File: src/rtl/alu_arbiter.sv
// Two-requester front end for one shared ALU: arbitrates, registers operands, returns the result.
// Define ALU_ARB_RR_EN for round-robin arbitration; fixed priority (port 0 wins) otherwise.
module alu_arbiter #(
  parameter int width = 32
) (
  input  logic             clk_i,
  input  logic             reset_i,
  input  logic             req0_valid_i,
  input  logic             req1_valid_i,
  output logic             req0_ready_o,
  output logic             req1_ready_o,
  input  logic [2:0]       req0_ctrl_i,
  input  logic [2:0]       req1_ctrl_i,
  input  logic [width-1:0] req0_a_i,
  input  logic [width-1:0] req0_b_i,
  input  logic [width-1:0] req1_a_i,
  input  logic [width-1:0] req1_b_i,
  output logic             rsp0_valid_o,
  output logic             rsp1_valid_o,
  input  logic             rsp0_ready_i,
  input  logic             rsp1_ready_i,
  output logic [width-1:0] rsp_out_o,
  output logic             rsp_zero_o,
  output logic [2:0]       alu_ctrl_o,
  output logic [width-1:0] alu_a_o,
  output logic [width-1:0] alu_b_o,
  input  logic [width-1:0] alu_out_i,
  input  logic             alu_zero_i,
  output logic             busy_o
);

  localparam logic [1:0] ST_IDLE = 2'b00;
  localparam logic [1:0] ST_EXEC = 2'b01;
  localparam logic [1:0] ST_RESP = 2'b10;

  logic [1:0]       state_q, state_d;
  logic             owner_q, owner_d;
  logic [2:0]       ctrl_q, ctrl_d;
  logic [width-1:0] a_q, a_d;
  logic [width-1:0] b_q, b_d;
  logic [width-1:0] rsp_out_q, rsp_out_d;
  logic             rsp_zero_q, rsp_zero_d;
  logic             rsp0_valid_q, rsp0_valid_d;
  logic             rsp1_valid_q, rsp1_valid_d;
  logic             grant0_s, grant1_s;
  logic             accept_s;
  logic             rsp_hs_s;

`ifdef ALU_ARB_RR_EN
  // last_grant_q holds the port index of the most recent acceptance
  logic last_grant_q, last_grant_d;

  // Round-robin grant: on contention favour the port not served last
  always_comb begin
    grant0_s = 1'b0;
    grant1_s = 1'b0;
    if (req0_valid_i && req1_valid_i) begin
      grant0_s = last_grant_q;
      grant1_s = ~last_grant_q;
    end else begin
      grant0_s = req0_valid_i;
      grant1_s = req1_valid_i;
    end
  end

  // Track the last granted port
  always_comb begin
    last_grant_d = last_grant_q;
    if (accept_s) begin
      last_grant_d = req1_ready_o;
    end else begin
      last_grant_d = last_grant_q;
    end
  end

  // Last-grant register
  always_ff @(posedge clk_i) begin
    if (reset_i) begin
      last_grant_q <= 1'b1;
    end else begin
      last_grant_q <= last_grant_d;
    end
  end
`else
  // Fixed-priority grant: port 0 wins on contention
  always_comb begin
    grant0_s = req0_valid_i;
    grant1_s = req1_valid_i & ~req0_valid_i;
  end
`endif

  assign req0_ready_o = (state_q == ST_IDLE) && grant0_s;
  assign req1_ready_o = (state_q == ST_IDLE) && grant1_s;
  assign accept_s     = req0_ready_o | req1_ready_o;
  assign rsp_hs_s     = (state_q == ST_RESP) && (owner_q ? rsp1_ready_i : rsp0_ready_i);

  // Next-state and datapath register updates
  always_comb begin
    state_d      = state_q;
    owner_d      = owner_q;
    ctrl_d       = ctrl_q;
    a_d          = a_q;
    b_d          = b_q;
    rsp_out_d    = rsp_out_q;
    rsp_zero_d   = rsp_zero_q;
    rsp0_valid_d = rsp0_valid_q;
    rsp1_valid_d = rsp1_valid_q;
    case (state_q)
      ST_IDLE: begin
        if (accept_s) begin
          owner_d = req1_ready_o;
          if (req1_ready_o) begin
            ctrl_d = req1_ctrl_i;
            a_d    = req1_a_i;
            b_d    = req1_b_i;
          end else begin
            ctrl_d = req0_ctrl_i;
            a_d    = req0_a_i;
            b_d    = req0_b_i;
          end
          state_d = ST_EXEC;
        end else begin
          state_d = ST_IDLE;
        end
      end
      ST_EXEC: begin
        rsp_out_d    = alu_out_i;
        rsp_zero_d   = alu_zero_i;
        rsp0_valid_d = ~owner_q;
        rsp1_valid_d = owner_q;
        state_d      = ST_RESP;
      end
      ST_RESP: begin
        // Non-owner rsp ready is already excluded by rsp_hs_s
        if (rsp_hs_s) begin
          rsp0_valid_d = 1'b0;
          rsp1_valid_d = 1'b0;
          state_d      = ST_IDLE;
        end else begin
          state_d = ST_RESP;
        end
      end
      default: begin
        rsp0_valid_d = 1'b0;
        rsp1_valid_d = 1'b0;
        state_d      = ST_IDLE;
      end
    endcase
  end

  // State and datapath registers; reset discards any in-flight op
  always_ff @(posedge clk_i) begin
    if (reset_i) begin
      state_q      <= ST_IDLE;
      owner_q      <= 1'b0;
      ctrl_q       <= 3'b000;
      a_q          <= '0;
      b_q          <= '0;
      rsp_out_q    <= '0;
      rsp_zero_q   <= 1'b0;
      rsp0_valid_q <= 1'b0;
      rsp1_valid_q <= 1'b0;
    end else begin
      state_q      <= state_d;
      owner_q      <= owner_d;
      ctrl_q       <= ctrl_d;
      a_q          <= a_d;
      b_q          <= b_d;
      rsp_out_q    <= rsp_out_d;
      rsp_zero_q   <= rsp_zero_d;
      rsp0_valid_q <= rsp0_valid_d;
      rsp1_valid_q <= rsp1_valid_d;
    end
  end

  assign alu_ctrl_o   = ctrl_q;
  assign alu_a_o      = a_q;
  assign alu_b_o      = b_q;
  assign rsp_out_o    = rsp_out_q;
  assign rsp_zero_o   = rsp_zero_q;
  assign rsp0_valid_o = rsp0_valid_q;
  assign rsp1_valid_o = rsp1_valid_q;
  assign busy_o       = (state_q != ST_IDLE);

endmodule

File: config.mk
export PLATFORM = sky130hd
export DESIGN_NAME = alu_arbiter
export DESIGN_NICKNAME = d
export VERILOG_FILES = /design/src/rtl/alu_arbiter.sv
export SDC_FILE = /design/constraint.sdc
export NUM_CORES = 1
export LEC_CHECK = 0
export ABC_AREA = 1
export CAP_MARGIN = 20
export CORE_ASPECT_RATIO = 0.75
export CORE_MARGIN = 8
export CORE_UTILIZATION = 35
export CTS_CLUSTER_SIZE = 40
export DETAILED_ROUTE_END_ITERATION = 8
export PLACE_DENSITY = 0.77
export SLEW_MARGIN = 30
export SYNTH_ARGS = -nofsm -noshare
export SYNTH_HDL_FRONTEND = slang
export SYNTH_SLANG_ARGS = --single-unit
File: constraint.sdc
create_clock -name clk_i -period 1.4 [get_ports clk_i]
set_clock_uncertainty 0.1 [all_clocks]
set_input_delay 0.28 -clock clk_i [delete_from_list [all_inputs] [get_ports clk_i]]
set_output_delay 0.28 -clock clk_i [all_outputs]
set_load 0.1 [all_outputs]
==> results of run 1 <==
[synth_stat cells]
master    number  area [um^2]
o21ai_4        1         16.3
inv_2          2         7.51
nor2_1         3         11.3
nand2_1      209          785
nand3_1      135          676
nand2_2        1         6.26
buf_2         15         75.1
dfxtp_1      105         2100
a21oi_1      104          521
buf_6          1         11.3
nor2_4         2         22.5
inv_1        140          526
buf_1          2         7.51
buf_4          6         45.0
clkbuf_1      29          109
[metrics by stage]
stage	utilization [%]	setup TNS [ns]
after floorplan	-	-1.95
after global placement	66.5	-27.20
after detailed placement	66.5	-29.52
after CTS	69.1	-12.48
after global routing	69.6	-18.62
final	69.6	-13.01
[final timing paths]
kind              depth (start not counted)                       from                   endpoint  slack (ns)
setup / recovery                          4      state_q[1]$_SDFF_PP0_               req0_ready_o       -0.26
hold / removal                            4                    reset_i   alu_a_o[16]$_SDFFE_PP0P_        0.25
setup reg to reg                          9      state_q[1]$_SDFF_PP0_   alu_a_o[12]$_SDFFE_PP0P_       -0.22
hold reg to reg                           2  rsp_out_o[6]$_SDFFE_PP0N_  rsp_out_o[6]$_SDFFE_PP0N_        0.40
[registers in the layout, summed over array words and instances (netlist names)]
signal        count
alu_a_o          32
alu_b_o          32
alu_ctrl_o        3
owner_q           1
rsp0_valid_o      1
rsp1_valid_o      1
rsp_out_o        32
rsp_zero_o        1
state_q           2
[area by class of cell]
type | instances | area [um^2]
clock buffers | 10 | 229
well taps | 175 | 219
clock inverters | 6 | 75.1
flip-flops and latches | 105 | 2190
repair buffers | 310 | 4260
inverters | 142 | 544
fillers | 1046 | 4180
multi-input cells | 455 | 2050
[metal layers]
metal	part of all wire [%]	vias up
met5	0.042	-
met4	1.2	2
met3	12	18
met2	46	235
met1	41	2519
li1	-	2874
[worst max-delay path: stages (launching register included)]
cell	delay, ns
dfxtp_2	0.34
nor2_4	0.22
inv_4	0.08
nor2_4	0.10
buf_12	0.18
[what timing repair did]
item | CTS | global route
gates resized for setup | 9 | 3
setup endpoints to repair | 70 | 84
buffers inserted | 5 | 1
pin swaps | 2 | 1
gates cloned | 0 | 2
hold endpoints to repair | 0 | 0
[report_power, final]
| group | switching [mW] | total (mW) | leakage (nW) | internal, mW |
|---|---|---|---|---|
| Clock | 1.19 | 2.61 | 0.145 | 1.42 |
| Combinational | 3.53 | 5.75 | 3.35 | 2.22 |
| Sequential | 0.330 | 3.70 | 0.888 | 3.37 |
| Total | 5.06 | 12.1 | 4.39 | 7.00 |
[cells by family (layout without fill, tap and decap cells)]
family,Yosys count,after routing,share of synthesized area (%)
DFF,105,105,42.7
buffers and inverters,195,468,15.9
AOI/OAI and AO/OA,105,105,10.9
and+or+nand+nor,350,350,30.5
[placed cells by master (no fill, tap or decap), types with 2 or more instances in the layout]
cell type,n
nand2_1,209
clkdlybuf4s50_1,169
inv_1,137
nand3_1,135
buf_12,117
a21oi_1,104
dfxtp_2,69
dfxtp_1,36
buf_4,17
clkbuf_16,11
nor2_4,3
clkinv_4,3
buf_6,3
inv_2,2
clkinvlp_4,2
nor2_1,2
dlygate4sd2_1,2
==> results.py, run 1 <==
metrics = {
    "floorplanning": {
        "core_area_um2": 13700,
        "io_pins": 278,
        "die_w_um": 153,
        "die-area_um2": 18100,
        "start_util_pct": 35.8,
        "die_h_um": 119,
        "rows": 37,
    },
    "layout": {
        "drive_above_1_share_pct": 22.7,
        "num_antenna_cells": 0,
        "final_area_um2": 9570,
        "final_cells": 1203,
        "final_nets": 1196,
        "area.growth.synth_to_final_pct": 94.5,
    },
    "power_and_ir_drop": {
        "leakagePower_nw": 4.39,
        "power.density_nw_per_um2": 1260,
        "finalPower_mw": 12.1,
        "ir_drop_mv": 0.880,
    },
    "timing": {
        "fin_crit_sh_pct": 119,
        "setup_viol": 71,
        "worst_pin_slew_ns": 0.272,
        "rsz0062_at_grt": "true",
        "period_needed_ns": 1.66,
        "whs_ns": 0.248,
        "relSlewSlack_pct": 81.9,
        "maxSlewViolCount": 0,
        "hold_violations": 0,
        "fmax_mhz": 603,
        "worst_slack_ns": -0.259,
    },
    "cts": {
        "root_buffer": "clkbuf_16",
        "clock_sinks": 105,
        "cts_tree": "yes",
        "clkSlewWorstSetupHoldPaths_ns": 0.08,
        "cts_buffer_depth": 2,
        "clock_latency_ns": 0.34,
        "hold_buffers": 0,
        "cts_buffers": 9,
        "h-tree-depth": 3,
    },
    "synthesis": {
        "synth_area_um2": 4920,
        "ys_types": 15,
        "synthCells": 755,
        "ys_seq_elements": 105,
        "syn_area_per_cell_um2": 6.52,
        "ys_warn_count": 0,
        "ys_seq_area_share_pct": 42.7,
        "synth_fp_nets": 928,
    },
    "grt": {
        "first_global_vias": 5686,
        "grtUsageMet1_pct": 22.7,
        "grt_antenna_before_repair": 1,
        "grt_pass1_wl_um": 29800,
        "grt_max_degree": 44,
        "met3_usage_pct": 9.39,
        "grt_usage_pct": 20.2,
        "overflow": 0,
        "use_met2_pct": 34.8,
        "busiest_layer": "met2",
    },
    "critical_path": {
        "crit_fanout": 4,
        "worst_setup_path_end_kind": "output port",
        "required_ns": 1.02,
        "cp-start-kind": "register",
        "arrival_ns": 1.28,
        "crit_type": "reg2out",
    },
    "route": {
        "drtPass1Iterations": 4,
        "wl_um": 19200,
        "avgViaCountPerCell": 4.69,
        "wl_per_cell_um": 16.0,
        "drc": 0,
        "drt-initial-drc-count": 226,
        "final_antenna_net_count": 0,
        "vias": 5648,
    },
    "run_status": {
        "violations": "negative setup slack",
        "status": "complete, but fails checks",
    },
    "placed_design": {
        "dp_cells": 1179,
        "gp_congestion": 0.809,
        "post-dp-hpwl_um": 14700,
        "post-place-ws_ns": -0.467,
        "port_buffers": 277,
        "place_area_um2": 9150,
    },
    "job": {
        "drv_cap": 0,
    },
    "worst_hold_path": {
        "hold_class": "in2reg",
    },
}
Power figures use the tool's default switching activity.
==> run 2: changes to the inputs <==
--- a/config.mk
+++ b/config.mk
@@ -8,8 +8,9 @@
 export ABC_AREA = 1
 export CAP_MARGIN = 20
 export CORE_ASPECT_RATIO = 0.75
-export CORE_MARGIN = 8
+export CORE_MARGIN = 2
 export CORE_UTILIZATION = 35
+export CTS_BUF_LIST = sky130_fd_sc_hd__clkbuf_4 sky130_fd_sc_hd__clkbuf_8 sky130_fd_sc_hd__clkbuf_16
 export CTS_CLUSTER_SIZE = 40
 export DETAILED_ROUTE_END_ITERATION = 8
 export PLACE_DENSITY = 0.77
==> run 2 against run 1 <==
  * The flow still finishes with violations (negative setup slack)
  * Die area down 17%
  * Non-clock buffer count up 16
  * Fmax down 3.9%
  * Critical path depth up 1
  * Worst hold slack better by 0.049 ns
  * Sequential power about the same
==> results.py, run 2 (synthesis results as in run 1) <==
metrics = {
    "run_status": {
        "status": "complete, but fails checks",
        "violations": "negative setup slack",
    },
    "route": {
        "final_antenna_net_count": 0,
        "drc": 0,
        "drtPass1Iterations": 4,
        "wl_per_cell_um": 15.2,
        "drt-initial-drc-count": 283,
        "avgViaCountPerCell": 4.79,
        "vias": 5839,
        "wl_um": 18500,
    },
    "critical_path": {
        "arrival_ns": 1.35,
        "required_ns": 1.02,
        "crit_fanout": 2,
        "worst_setup_path_end_kind": "output port",
        "rr_endpoint": "alu_a_o[26]$_SDFFE_PP0P_",
        "cp-start-kind": "register",
        "timing.rr.start": "state_q[0]$_SDFF_PP0_",
        "r2r_slack_ns": -0.26,
        "crit_type": "reg2out",
        "reg2reg_depth": 9,
    },
    "power_and_ir_drop": {
        "comb_power_share_pct": 49.0,
        "p_seq_share_pct": 29.7,
        "switching_share_pct": 41.4,
        "p_sw_mw": 5.16,
        "internal-power_mw": 7.31,
        "finalPower_mw": 12.5,
        "leakagePower_nw": 4.58,
        "power_frac_clock_pct": 21.3,
        "ir_drop_mv": 0.746,
        "power.density_nw_per_um2": 1250,
    },
    "grt": {
        "grt_usage_pct": 24.1,
        "grt_max_degree": 43,
        "grt_antenna_before_repair": 0,
        "overflow": 0,
        "grt_pass1_wl_um": 28700,
        "first_global_vias": 5543,
    },
    "layout": {
        "regArea_um2": 2190,
        "fill_cells": 1001,
        "area.growth.synth_to_final_pct": 103,
        "final_common_cell": "nand2_1",
        "final_nets": 1212,
        "final_cells": 1219,
        "final_cell_mix": "nand2_1, clkdlybuf4s50_1, inv_1",
        "final_util_pct": 73.0,
        "num_antenna_cells": 0,
        "drive_above_1_share_pct": 26.3,
        "multi_input_comb_area_um2": 2150,
    },
    "cts": {
        "cts_buffers": 9,
        "cts_buffer_depth": 2,
        "clock_sinks": 105,
        "root_buffer": "clkbuf_16",
        "clock_latency_ns": 0.33,
        "hold_buffers": 0,
        "clkSlewWorstSetupHoldPaths_ns": 0.08,
        "h-tree-depth": 3,
        "cts_tree": "yes",
    },
    "timing": {
        "worst_pin_slew_ns": 0.240,
        "fmax_mhz": 579,
        "setup_viol": 71,
        "hold_violations": 0,
        "relSlewSlack_pct": 84.0,
        "maxSlewViolCount": 0,
        "fin_crit_sh_pct": 123,
        "tns_ns": -11.93,
        "rsz0062_at_grt": "true",
        "period_needed_ns": 1.73,
        "worst_slack_ns": -0.328,
    },
    "worst_hold_path": {
        "hold_depth": 3,
        "hold_class": "in2reg",
        "hp-start": "reset_i",
        "min_to": "rsp_out_o[21]$_SDFFE_PP0N_",
    },
    "placed_design": {
        "gp_congestion": 0.788,
        "post-dp-hpwl_um": 12900,
        "dp_cells": 1187,
        "port_buffers": 277,
    },
    "job": {
        "drv_cap": 0,
    },
    "floorplanning": {
        "core_area_um2": 13700,
        "start_util_pct": 35.9,
        "die_h_um": 107,
        "io_pins": 278,
        "die_w_um": 141,
        "rows": 37,
        "die-area_um2": 15000,
    },
}
## run 2: cell types whose count changed in the layout (fill, tap and decap cells not counted), moves of 3 or more
cell,previous run,this run
a21oi_1,104,78
a21oi_2,0,26
bufbuf_16,0,5
buf_12,117,121
buf_4,17,21
buf_16,0,3
## run 2: critical path: stages (launching register included)
cell	delay [ns]
dfxtp_2	0.34
nor2_4	0.12
buf_6	0.11
clkinvlp_4	0.12
buf_12	0.15
buf_12	0.15
## run 2: what timing repair did
item,in CTS,in global routing
resized for setup,21,20
endpoints found under the setup margin,70,72
setup buffers,8,0
gates cloned,8,0
pin swaps,3,0
## run 2: stage by stage
stage	hold slack, ns	setup slack, ns	instance area [um^2]
2_1_floorplan	0.324	-0.746	5020
3_3_place_gp	0.387	-0.446	9240
3_5_place_dp	0.394	-0.463	9240
4_1_cts	0.271	-0.347	9930
5_1_grt	0.290	-0.396	10000
6_report	0.297	-0.328	10000
## run 2: cell type report
| type | count | area share, % |
|---|---|---|
| Timing Repair Buffer | 326 | 45.9 |
| Sequential cell | 105 | 21.9 |
| Inverter | 142 | 5.45 |
| Clock inverter | 6 | 0.738 |
| Tap cell | 175 | 2.19 |
| Multi-Input combinational cell | 455 | 21.5 |
| Clock buffer | 10 | 2.39 |
## run 2: routing by layer
| metal | share of wire, % | vias up | track usage, % | wire length [um] |
|---|---|---|---|---|
| li1 | - | 2901 | - | - |
| met1 | 40 | 2681 | 28.5 | 7440 |
| met2 | 49 | 228 | 41.6 | 9000 |
| met3 | 9.1 | 29 | 8.89 | 1680 |
| met4 | 2.0 | 0 | 6.00 | 371 |
| met5 | 0 | - | 0 | 0 |
## run 2: how the worst max path moves through the flow
stage                                             to                   from  cells after the start  slack, ns
final                                         busy_o  state_q[0]$_SDFF_PP0_                      5      -0.33
after global routing                    req0_ready_o  state_q[0]$_SDFF_PP0_                      5      -0.40
after CTS                                     busy_o  state_q[0]$_SDFF_PP0_                      5      -0.35
after detailed placement  alu_ctrl_o[2]$_SDFFE_PP0P_           req1_valid_i                      9      -0.46
after global placement       alu_b_o[6]$_SDFFE_PP0P_           req1_valid_i                      9      -0.45
after floorplan                         req0_ready_o  state_q[1]$_SDFF_PP0_                      4      -0.75
## run 2: power groups by stage
stage / sequential, mW / clock [mW] / combinational [mW]
2_1_floorplan: 5.84 / 0 / 1.14
3_3_place_gp: 3.75 / 0 / 5.66
3_5_place_dp: 3.77 / 0 / 5.70
4_1_cts: 3.70 / 2.72 / 6.08
5_1_grt: 3.74 / 2.83 / 6.38
6_report: 3.70 / 2.66 / 6.11
